===== src/rtl/ex_result_if.sv =====
// ex_result_if: result handshake between ex_stage (master) and ex_result_pipe (slave).
// master drives in_valid/payload/flush/out_ready; slave returns in_ready, the head entry
// (out_valid/out_result/out_rd/out_reg_write) and the committed flags flag_z/flag_c.
interface ex_result_if #(
  parameter int unsigned WIDTH = 32,
  parameter int unsigned REGW  = 4
);
  logic             in_valid;
  logic             in_ready;
  logic [WIDTH-1:0] alu_result;
  logic             Z;
  logic             C;
  logic [REGW-1:0]  rd;
  logic             reg_write;
  logic             set_flags;
  logic             flush;
  logic             out_valid;
  logic             out_ready;
  logic [WIDTH-1:0] out_result;
  logic [REGW-1:0]  out_rd;
  logic             out_reg_write;
  logic             flag_z;
  logic             flag_c;

  modport master (
    output in_valid, alu_result, Z, C, rd, reg_write, set_flags, flush, out_ready,
    input  in_ready, out_valid, out_result, out_rd, out_reg_write, flag_z, flag_c
  );

  modport slave (
    input  in_valid, alu_result, Z, C, rd, reg_write, set_flags, flush, out_ready,
    output in_ready, out_valid, out_result, out_rd, out_reg_write, flag_z, flag_c
  );
endinterface


===== src/rtl/ex_result_pipe.sv =====
// ex_result_pipe: 2-entry skid buffer for ex_stage results plus the architectural Z/C
// flag register, which updates only when a set_flags entry is popped by write-back.
// Ports: clk, rst (sync, active-high), bus (ex_result_if.slave: input handshake + payload,
// flush, output handshake + head entry, committed flags).
module ex_result_pipe #(
  parameter int unsigned WIDTH = 32,
  parameter int unsigned REGW  = 4
) (
  input  logic        clk,
  input  logic        rst,
  ex_result_if.slave  bus
);

  typedef struct packed {
    logic [WIDTH-1:0] result;
    logic             z;
    logic             c;
    logic [REGW-1:0]  rd;
    logic             reg_write;
    logic             set_flags;
  } entry_t;

  entry_t     head_q, head_d;
  entry_t     skid_q, skid_d;
  entry_t     in_entry;
  logic [1:0] count_q, count_d;
  logic       out_valid_q, out_valid_d;
  logic       flag_z_q, flag_z_d;
  logic       flag_c_q, flag_c_d;
  logic       push;
  logic       pop;

  // Input-side ready depends only on occupancy, so a pop at count=2 frees a slot next cycle.
  assign bus.in_ready = (count_q != 2'd2) && !rst;

  assign push = bus.in_valid && bus.in_ready;
  assign pop  = out_valid_q && bus.out_ready;

  // Pack the incoming payload.
  always_comb begin
    in_entry           = '0;
    in_entry.result    = bus.alu_result;
    in_entry.z         = bus.Z;
    in_entry.c         = bus.C;
    in_entry.rd        = bus.rd;
    in_entry.reg_write = bus.reg_write;
    in_entry.set_flags = bus.set_flags;
  end

  // Next-state: flush beats push/pop; head is always slot 0, skid holds the second entry.
  always_comb begin
    head_d   = head_q;
    skid_d   = skid_q;
    count_d  = count_q;
    flag_z_d = flag_z_q;
    flag_c_d = flag_c_q;

    if (bus.flush) begin
      count_d = 2'd0;
    end else begin
      if (pop && head_q.set_flags) begin
        flag_z_d = head_q.z;
        flag_c_d = head_q.c;
      end
      case ({push, pop})
        2'b10: begin
          if (count_q == 2'd0) head_d = in_entry;
          else                 skid_d = in_entry;
          count_d = count_q + 2'd1;
        end
        2'b01: begin
          head_d  = skid_q;
          count_d = count_q - 2'd1;
        end
        2'b11: begin
          // push implies count<2, so count is 1 here: incoming entry replaces the head.
          head_d = in_entry;
        end
        default: ;
      endcase
    end

    out_valid_d = (count_d != 2'd0);
  end

  // State register.
  always_ff @(posedge clk) begin
    if (rst) begin
      head_q      <= '0;
      skid_q      <= '0;
      count_q     <= 2'd0;
      out_valid_q <= 1'b0;
      flag_z_q    <= 1'b0;
      flag_c_q    <= 1'b0;
    end else begin
      head_q      <= head_d;
      skid_q      <= skid_d;
      count_q     <= count_d;
      out_valid_q <= out_valid_d;
      flag_z_q    <= flag_z_d;
      flag_c_q    <= flag_c_d;
    end
  end

  assign bus.out_valid     = out_valid_q;
  assign bus.out_result    = head_q.result;
  assign bus.out_rd        = head_q.rd;
  assign bus.out_reg_write = head_q.reg_write;
  assign bus.flag_z        = flag_z_q;
  assign bus.flag_c        = flag_c_q;

endmodule

===== src/flat_wrapper.sv =====
// flat-port wrapper written by rule: the top's interface ports become plain ports
module ex_result_pipe_flat 
#(
  parameter int unsigned WIDTH = 32,
  parameter int unsigned REGW  = 4
)
  (clk, rst, bus_in_valid, bus_alu_result, bus_Z, bus_C, bus_rd, bus_reg_write, bus_set_flags, bus_flush, bus_out_ready, bus_in_ready, bus_out_valid, bus_out_result, bus_out_rd, bus_out_reg_write, bus_flag_z, bus_flag_c);
  ex_result_if #(.WIDTH(WIDTH), .REGW(REGW)) bus_i ();
  input  logic clk;
  input  logic rst;
  input wire logic [$bits(bus_i.in_valid)-1:0] bus_in_valid;
  input wire logic [$bits(bus_i.alu_result)-1:0] bus_alu_result;
  input wire logic [$bits(bus_i.Z)-1:0] bus_Z;
  input wire logic [$bits(bus_i.C)-1:0] bus_C;
  input wire logic [$bits(bus_i.rd)-1:0] bus_rd;
  input wire logic [$bits(bus_i.reg_write)-1:0] bus_reg_write;
  input wire logic [$bits(bus_i.set_flags)-1:0] bus_set_flags;
  input wire logic [$bits(bus_i.flush)-1:0] bus_flush;
  input wire logic [$bits(bus_i.out_ready)-1:0] bus_out_ready;
  output wire logic [$bits(bus_i.in_ready)-1:0] bus_in_ready;
  output wire logic [$bits(bus_i.out_valid)-1:0] bus_out_valid;
  output wire logic [$bits(bus_i.out_result)-1:0] bus_out_result;
  output wire logic [$bits(bus_i.out_rd)-1:0] bus_out_rd;
  output wire logic [$bits(bus_i.out_reg_write)-1:0] bus_out_reg_write;
  output wire logic [$bits(bus_i.flag_z)-1:0] bus_flag_z;
  output wire logic [$bits(bus_i.flag_c)-1:0] bus_flag_c;
  assign bus_i.in_valid = bus_in_valid;
  assign bus_i.alu_result = bus_alu_result;
  assign bus_i.Z = bus_Z;
  assign bus_i.C = bus_C;
  assign bus_i.rd = bus_rd;
  assign bus_i.reg_write = bus_reg_write;
  assign bus_i.set_flags = bus_set_flags;
  assign bus_i.flush = bus_flush;
  assign bus_i.out_ready = bus_out_ready;
  assign bus_in_ready = bus_i.in_ready;
  assign bus_out_valid = bus_i.out_valid;
  assign bus_out_result = bus_i.out_result;
  assign bus_out_rd = bus_i.out_rd;
  assign bus_out_reg_write = bus_i.out_reg_write;
  assign bus_flag_z = bus_i.flag_z;
  assign bus_flag_c = bus_i.flag_c;
  ex_result_pipe #(.WIDTH(WIDTH), .REGW(REGW)) u_core (.clk(clk), .rst(rst), .bus(bus_i));
endmodule

===== config.mk =====
export PLATFORM = sky130hd
export DESIGN_NAME = ex_result_pipe_flat
export DESIGN_NICKNAME = d
export VERILOG_FILES = /design/src/rtl/ex_result_if.sv /design/src/rtl/ex_result_pipe.sv /design/src/flat_wrapper.sv
export SDC_FILE = /design/constraint.sdc
export NUM_CORES = 1
export LEC_CHECK = 0
export ABC_AREA = 0
export BUFFER_PORTS_ARGS = -buffer_cell sky130_fd_sc_hd__buf_2
export CORE_UTILIZATION = 50
export DETAILED_ROUTE_END_ITERATION = 12
export GPL_TIMING_DRIVEN = 0
export PLACE_DENSITY = 0.74
export SKIP_CTS_REPAIR_TIMING = 1
export SKIP_LAST_GASP = 1
export SLEW_MARGIN = 30
export SYNTH_ARGS = -nofsm -noshare
export SYNTH_HDL_FRONTEND = slang
export SYNTH_SLANG_ARGS = --single-unit

===== constraint.sdc =====
create_clock -name clk -period 1.7 [get_ports clk]
set_input_delay 0.255 -clock clk [delete_from_list [all_inputs] [get_ports clk]]
set_output_delay 0.255 -clock clk [all_outputs]
set_load 0.01 [all_outputs]

==> flow_summary.yaml, run 1 <==
final_layout:
  n_antenna_cell: 0
  layout.nets: 569
  syn_to_final_growth_pct: 23.5
  drive_above_1_share_pct: 41.1
floorplan:
  rows: 33
  io_pins: 86
  start_util_pct: 52.4
  die_w_um: 95.5
  core_area_um2: 8340
  die_y_um: 95.5
  dieArea_um2: 9120
worst_setup_path:
  cp.arrival_ns: 1.93
  reg2reg_from: "u_core.count_q[0]"
  critPathTopFamily: "flip-flops"
  critical_path.max_fanout: 10
  cp_slowest_cell: "dfxtp_4"
  worstSetupPathType: "reg -> reg"
  path_cells: "inv_2, a21oi_4, and2_4, ha_4, o21ai_4, nor2_4, buf_12, buf_12, mux2i_1"
  crit_path_frequent_cell: "buf_12"
  slowest_delay_ns: 0.37
  r2r_cells: 9
  crit_required_ns: 1.97
  r2r_end: "u_core.skid_q[9]"
  path_buf_inv: 3
  startpoint_type: "flop"
  ff2ff_setup_slack_ns: 0.03
  endpoint_kind: "flop"
synth:
  synth_area_leaders: "dfxtp_1 39%, mux2i_1 19%, a211oi_2 11%"
  syn_avg_cell_area_um2: 10.3
  syn_nets: 472
  syn_area_um2: 4370
  synth-seq-cells: 85
  synth_top_area_cell: "dfxtp_1"
  yosys_warnings: 0
  ys_types: 25
  synth_top_area_share_pct: 38.9
  synth_seq_area_share_pct: 38.9
  synthCells: 424
route:
  vias: 3216
  routed_via_density: 5.10
  first_pass_iters: 4
  drt_iter0_markers: 74
  drc_errors: 0
  wire_per_inst_um: 15.1
  wirelength_um: 9500
  drtAntennaViolNets: 0
sta:
  period_needed_ns: 1.67
  worst_slack_ns: 0.0321
  finalSetupViolCount: 0
  finalCritPeriodShare_pct: 98.1
  whs_ns: 0.170
  tightest_slew_ns: 0.391
  maxSlewHeadroom_pct: 73.9
  rsz0062_at_grt: "true"
  hold_violations: 0
  drv_slew: 0
  timing.fmax_mhz: 600
  finalSetupTns_ns: 0
  worst_clock_skew_ns: 0.00829
global_routing:
  grt_pass1_vias: 3198
  overflow: 0
  grt_pass1_wl_um: 14800
  antenna_found_initial: 0
  grt_util_all_layers_pct: 21.5
  grt_max_degree: 14
place:
  pre_cts_slack_ns: -0.401
  numPortBuffers: 84
  gp_congestion: 0.759
  dpl.hpwl_um: 6710
clocking:
  cts-buffers-inserted: 9
  cts_tree: "done"
  clock-root-buffer: "clkbuf_8"
  htree_levels: 3
  clock_sinks: 85
  cts.path.max_buffers: 2
  clk_latency_ns: 0.35
  clkTransAtPathRegs_ns: 0.08
run:
  cap_violations: 0
pwr:
  cellPowerDensity_nw_per_um2: 819
  power_w: 0.00442
  cellLeakagePower_nw: 2.07
  ir_worst_vdd_mv: 0.568
worst_hold_path:
  hold_end: "u_core.skid_q[25]"
  min_from: "bus_alu_result[17]"
  hold_depth: 3
  hp-class: "in -> reg"
outcome:
  status: "completed"
[worst max path at each step]
stage,endpoint,depth (start not counted),startpoint,slack (ns)
finish,u_core.skid_q[9],9,u_core.count_q[0],0.03
global route,u_core.skid_q[12],9,u_core.count_q[0],-0.04
CTS,u_core.skid_q[9],8,u_core.count_q[0],-0.38
detailed placement,u_core.skid_q[9],9,rst,-0.40
global placement,u_core.skid_q[38],9,rst,-0.29
floorplan,u_core.bus.out_rd[0],9,rst,0.0006
[flip-flops by register name (all words and copies together), names as in the netlist]
register                  count
u_core.skid_q                40
u_core.bus.out_rd             4
u_core.bus.flag_c             1
u_core.head_q                 3
u_core.bus.out_valid          1
u_core.bus.out_result        32
u_core.bus.out_reg_write      1
u_core.bus.flag_z             1
u_core.count_q                2
[worst min-delay path, delay by kind of cell]
kind,cells,cell delay [ns]
buffers and inverters,1,0.10
AND/OR/NAND/NOR,1,0.06
multiplexers,1,0.06
[routing by layer]
metal / global-route usage, % / vias to the layer above / routed length (µm)
li1: - / 1628 / -
met1: 26.6 / 1517 / 4350
met2: 37.3 / 64 / 4680
met3: 4.86 / 7 / 400
met4: 5.85 / 0 / 78
met5: 0 / - / 0
[cells in the mapped netlist (all sizes together)]
| cell type | number |
|---|---|
| o21ai | 2 |
| inv | 2 |
| and2 | 3 |
| ha | 3 |
| buf | 60 |
| nand4b | 1 |
| xor2 | 1 |
| or3 | 1 |
| nand3b | 1 |
| nor3 | 1 |
| o311a | 1 |
| a211oi | 40 |
| nor2 | 5 |
| a21oi | 41 |
| a21boi | 1 |
| dfxtp | 85 |
| nand2 | 1 |
| xnor2 | 2 |
| nand2b | 80 |
| clkbuf | 11 |
| mux2i | 82 |
[cell type report]
| class | instances | area, µm² |
|---|---|---|
| multi-input combinational | 266 | 2250 |
| clock buffer | 10 | 128 |
| clock inverter | 5 | 100 |
| fill | 729 | 2940 |
| tap | 105 | 131 |
| buffer | 69 | 598 |
| timing repair buffer | 88 | 480 |
| sequential | 85 | 1710 |
| inverter | 2 | 7.51 |
[report_power, final]
part	switching [W]	internal, W	total (W)	leakage, nW
sequential	0.0000375	0.00206	0.00209	0.692
clock	0.000693	0.000964	0.00166	0.116
combinational	0.000327	0.000344	0.000671	1.26
[stage by stage]
step | std cells | utilization, % | instance area, µm²
after floorplan | 424 | - | 4420
after global placement | 613 | 59.6 | 4970
after detailed placement | 613 | 59.6 | 4970
after CTS | 628 | 62.3 | 5190
after global routing | 630 | 64.7 | 5400
final | 630 | 64.7 | 5400
[kinds of logic after synthesis]
family	synth area share [%]
fa+ha+maj	0.859
simple gates	13.1
compound gates	16.9
xor+xnor	0.601
mux	18.8
buf+inv	10.9
flops	38.9
[placed cells by master (no fill, tap or decap), drive strengths merged, types with 2 or more instances in the layout]
| master | instances |
|---|---|
| xnor2 | 2 |
| a21oi | 41 |
| ha | 3 |
| and2 | 3 |
| o21ai | 2 |
| nand2b | 80 |
| bufinv | 3 |
| mux2i | 82 |
| clkinv | 2 |
| clkbuf | 23 |
| a211oi | 40 |
| dfxtp | 85 |
| inv | 2 |
| nor2 | 5 |
| buf | 144 |
Note: power is estimated with default switching activity, not from simulation.
==> inputs of run 2 (changes only) <==
- MAX_ROUTING_LAYER: unset -> met4
- clock period: 1.7 -> 1.45 ns (I/O delays scaled with it)
==> flow_summary.yaml, run 2 (same netlist as run 1, synthesis figures left out) <==
clocking:
  cts.path.max_buffers: 2
  cts-buffers-inserted: 9
  clock-root-buffer: "clkbuf_8"
  clk_latency_ns: 0.35
  clkTransAtPathRegs_ns: 0.09
  cts_tree: "done"
  clock_sinks: 85
  htree_levels: 3
worst_setup_path:
  cp_slowest_cell: "dfxtp_4"
  crit_required_ns: 1.73
  path_buf_inv: 3
  critPathTopFamily: "flip-flops"
  endpoint_kind: "flop"
  path_cells: "inv_4, a21oi_4, and2_4, ha_4, o21ai_4, nor2_4, buf_12, buf_12, mux2i_1"
  critical_path.max_fanout: 10
  worstSetupPathType: "reg -> reg"
  cp.arrival_ns: 1.96
  crit_path_frequent_cell: "buf_12"
  startpoint_type: "flop"
  slowest_delay_ns: 0.38
global_routing:
  antenna_found_initial: 1
  grt_pass1_vias: 3085
  met3_usage_pct: 4.23
  overflow: 0
  met2_usage_pct: 34.5
  grt_util_all_layers_pct: 21.4
  grt_pass1_wl_um: 14600
  busiest_layer: "met2"
  met1_usage_pct: 27.3
  grt_max_degree: 15
place:
  numPortBuffers: 84
  pre_cts_slack_ns: -0.408
  dpl.cell_count: 613
  gp_congestion: 0.750
  dpl.hpwl_um: 6570
route:
  drt_iter0_markers: 81
  drc_errors: 0
  vias: 3210
  first_pass_iters: 4
  routed_via_density: 5.07
  drtAntennaViolNets: 0
  wirelength_um: 9440
  wire_per_inst_um: 14.9
final_layout:
  largest_reg_flops: 40
  layout.nets: 570
  fill_cells: 676
  instances_no_fill: 633
  final_common_cell: "buf_2"
  regMostFlops: "u_core.skid_q"
  final_cell_mix: "90 x buf_2, 83 x dfxtp_1, 81 x mux2i_1"
  drive_above_1_share_pct: 42.1
  syn_to_final_growth_pct: 23.8
  fin_util_pct: 64.9
outcome:
  status: "finished with violations"
  violations: "setup timing"
pwr:
  ir_worst_vdd_mv: 0.534
  cellLeakagePower_nw: 2.07
  cellPowerDensity_nw_per_um2: 926
sta:
  finalCritPeriodShare_pct: 116
  hold_violations: 0
  rsz0062_at_grt: "true"
  drv_slew: 0
  worst_slack_ns: -0.230
  timing.fmax_mhz: 595
  worst_clock_skew_ns: 0.00646
  maxSlewHeadroom_pct: 71.4
  finalSetupViolCount: 82
  period_needed_ns: 1.68
  tightest_slew_ns: 0.429
floorplan:
  rows: 33
  io_pins: 86
  die_y_um: 95.5
  die_w_um: 95.5
  core_area_um2: 8340
  dieArea_um2: 9120
  start_util_pct: 52.4
run:
  cap_violations: 0
worst_hold_path:
  hp-class: "in -> reg"
[run 2: cell count changes in the layout (fill, tap and decap cells not counted), moves of 2 or more]
cell	before	now
bufinv_16	3	1
buf_6	5	2
buf_8	0	2
clkinvlp_4	0	2
clkbuf_8	9	11
clkbuf_4	5	2
buf_4	41	45
[run 2: area by class of cell]
type	count	area (µm²)	share of cell area (%)
Multi-Input combinational cell	266	2260	41.8
Timing Repair Buffer	88	498	9.20
Antenna cell	1	2.50	0.0462
Tap cell	105	131	2.43
Buffer	70	594	11.0
Sequential cell	85	1710	31.5
Inverter	2	10.0	0.185
Clock inverter	5	58.8	1.09
Clock buffer	11	151	2.80
[run 2: worst min-delay path: cells and delay by family]
family / cells / cell delay [ns]
buffers and inverters: 1 / 0.10
AND/OR/NAND/NOR: 1 / 0.06
multiplexers: 1 / 0.06
[run 2: per-layer routing]
| layer | vias to the layer above | part of all wire (%) |
|---|---|---|
| li1 | 1636 | - |
| met1 | 1498 | 47 |
| met2 | 69 | 48 |
| met3 | 7 | 4.4 |
| met4 | 0 | 0.76 |
| met5 | - | 0 |
[run 2: final timing paths]
kind / start / endpoint / slack, ns / cells past startpoint
worst min-delay path: bus_alu_result[28] / u_core.skid_q[36] / 0.13 / 3
worst max register to register: u_core.count_q[0] / u_core.skid_q[8] / -0.23 / 9
worst max-delay path: u_core.count_q[0] / u_core.skid_q[8] / -0.23 / 9
worst min register to register: u_core.skid_q[36] / u_core.skid_q[36] / 0.47 / 2
[run 2: power by group]
part	total, W	switching [W]	internal, W
clock	0.00177	0.000882	0.000891
combinational	0.000786	0.000379	0.000407
sequential	0.00246	0.0000448	0.00241
total	0.00502	0.00131	0.00371
[run 2: through the flow]
step / setup TNS, ns / hold slack (ns) / power [W] / instance area, µm²
after floorplan: -12.45 / 0.287 / 0.00304 / 4470
after global placement: -25.22 / 0.458 / 0.00325 / 5020
after detailed placement: -25.04 / 0.468 / 0.00327 / 5020
after CTS: -26.57 / 0.122 / 0.00500 / 5230
after global routing: -21.17 / 0.118 / 0.00522 / 5410
final: -15.51 / 0.127 / 0.00502 / 5410
==> inputs of run 3 (changes only) <==
- GPL_ROUTABILITY_DRIVEN: unset -> 0
- SETUP_SLACK_MARGIN: unset -> 0.1
==> flow_summary.yaml, run 3 (same netlist as run 1, synthesis figures left out) <==
sta:
  hold_violations: 0
  finalCritPeriodShare_pct: 118
  worst_clock_skew_ns: 0.00795
  rsz0062_at_grt: "true"
  finalSetupViolCount: 82
  finalSetupTns_ns: -17.10
  tightest_slew_ns: 0.419
  maxSlewHeadroom_pct: 72.1
  whs_ns: 0.126
  period_needed_ns: 1.71
  timing.fmax_mhz: 586
  worst_slack_ns: -0.256
  drv_slew: 0
global_routing:
  grt_pass1_wl_um: 14600
  overflow: 0
  antenna_found_initial: 1
  grt_max_degree: 15
  grt_pass1_vias: 3085
  grt_util_all_layers_pct: 21.4
clocking:
  cts.path.max_buffers: 2
  clock-root-buffer: "clkbuf_8"
  clkTransAtPathRegs_ns: 0.09
  htree_levels: 3
  clock_sinks: 85
  cts-buffers-inserted: 9
  clk_latency_ns: 0.35
  cts_tree: "done"
floorplan:
  start_util_pct: 52.4
  dieArea_um2: 9120
  core_area_um2: 8340
  die_y_um: 95.5
  rows: 33
  die_w_um: 95.5
  io_pins: 86
worst_setup_path:
  path_buf_inv: 3
  crit_path_frequent_cell: "and2_4"
  endpoint_kind: "flop"
  slowest_delay_ns: 0.38
  worstSetupPathType: "reg -> reg"
  critical_path.max_fanout: 6
  path_cells: "inv_4, a21oi_4, and2_4, ha_4, o21ai_4, and2_4, buf_12, clkbuf_16, a211oi_2"
  cp_slowest_cell: "dfxtp_4"
  crit_required_ns: 1.71
  critPathTopFamily: "compound AO/OA/AOI/OAI gates"
  cp.arrival_ns: 1.97
  startpoint_type: "flop"
route:
  drc_errors: 0
  wire_per_inst_um: 15.2
  first_pass_iters: 4
  routed_via_density: 5.09
  vias: 3238
  drtAntennaViolNets: 0
  wirelength_um: 9650
  drt_iter0_markers: 71
pwr:
  cellLeakagePower_nw: 2.09
  ir_worst_vdd_mv: 0.544
  cellPowerDensity_nw_per_um2: 915
place:
  dpl.hpwl_um: 6570
  placed_area_um2: 5020
  numPortBuffers: 84
  pre_cts_slack_ns: -0.408
final_layout:
  syn_to_final_growth_pct: 25.5
  regMostFlops: "u_core.skid_q"
  final_cell_mix: "90 x buf_2, 83 x dfxtp_1, 82 x mux2i_1"
  drive_above_1_share_pct: 42.3
  layout.nets: 573
  fin_util_pct: 65.8
  final_area_um2: 5490
  largest_reg_flops: 40
  final_common_cell: "buf_2"
worst_hold_path:
  hp-class: "in -> reg"
outcome:
  status: "finished with violations"
  violations: "setup timing"
run:
  cap_violations: 0
==> run 3: changes by cell type in the layout (fill, tap and decap cells not counted) <==
cell	before	now
buf_12	8	10
buf_4	45	43
buf_8	2	1
clkbuf_16	2	4
clkbuf_4	2	4
mux2i_1	81	82
mux2i_2	1	0
==> run 3: metrics by stage <==
stage / std cells / power [W]
detailed placement: 613 / 0.00327
global placement: 613 / 0.00325
CTS: 629 / 0.00500
floorplan: 424 / 0.00304
finish: 636 / 0.00502
global route: 636 / 0.00523
==> run 3: area by class of cell <==
| cell class | instances | area, µm² |
|---|---|---|
| fillers | 667 | 2860 |
| well taps | 105 | 131 |
| multi-input cells | 266 | 2260 |
| clock buffers | 11 | 151 |
| flip-flops and latches | 85 | 1710 |
| plain buffers | 71 | 619 |
| inverters | 2 | 10.0 |
| clock inverters | 5 | 58.8 |
| repair buffers | 90 | 548 |
| diodes | 1 | 2.50 |
==> run 3: routing by layer <==
metal / wire [µm] / vias to the layer above / share of wire, % / track usage (%)
met5: 0 / - / 0 / -
met4: 72 / 0 / 0.75 / 5.97
met3: 415 / 7 / 4.3 / 4.23
met2: 4560 / 74 / 47 / 34.5
met1: 4600 / 1515 / 48 / 27.3
li1: - / 1642 / - / -
==> run 3: final timing paths <==
path / startpoint / end / slack (ns) / cells past startpoint
max: u_core.count_q[0] / u_core.bus.out_result[1] / -0.26 / 9
min: bus_alu_result[28] / u_core.skid_q[36] / 0.13 / 3
min reg2reg: u_core.skid_q[36] / u_core.skid_q[36] / 0.47 / 2
max reg2reg: u_core.count_q[0] / u_core.bus.out_result[1] / -0.26 / 9
==> run 3: worst min-delay path, stage by stage <==
cell and delay, ns:
buf_2 0.10, nand2b_1 0.06, mux2i_1 0.06
==> run 3: power by group <==
group,switching [W],internal [W]
logic,0.000382,0.000414
registers,0.0000450,0.00241
clock network,0.000874,0.000891
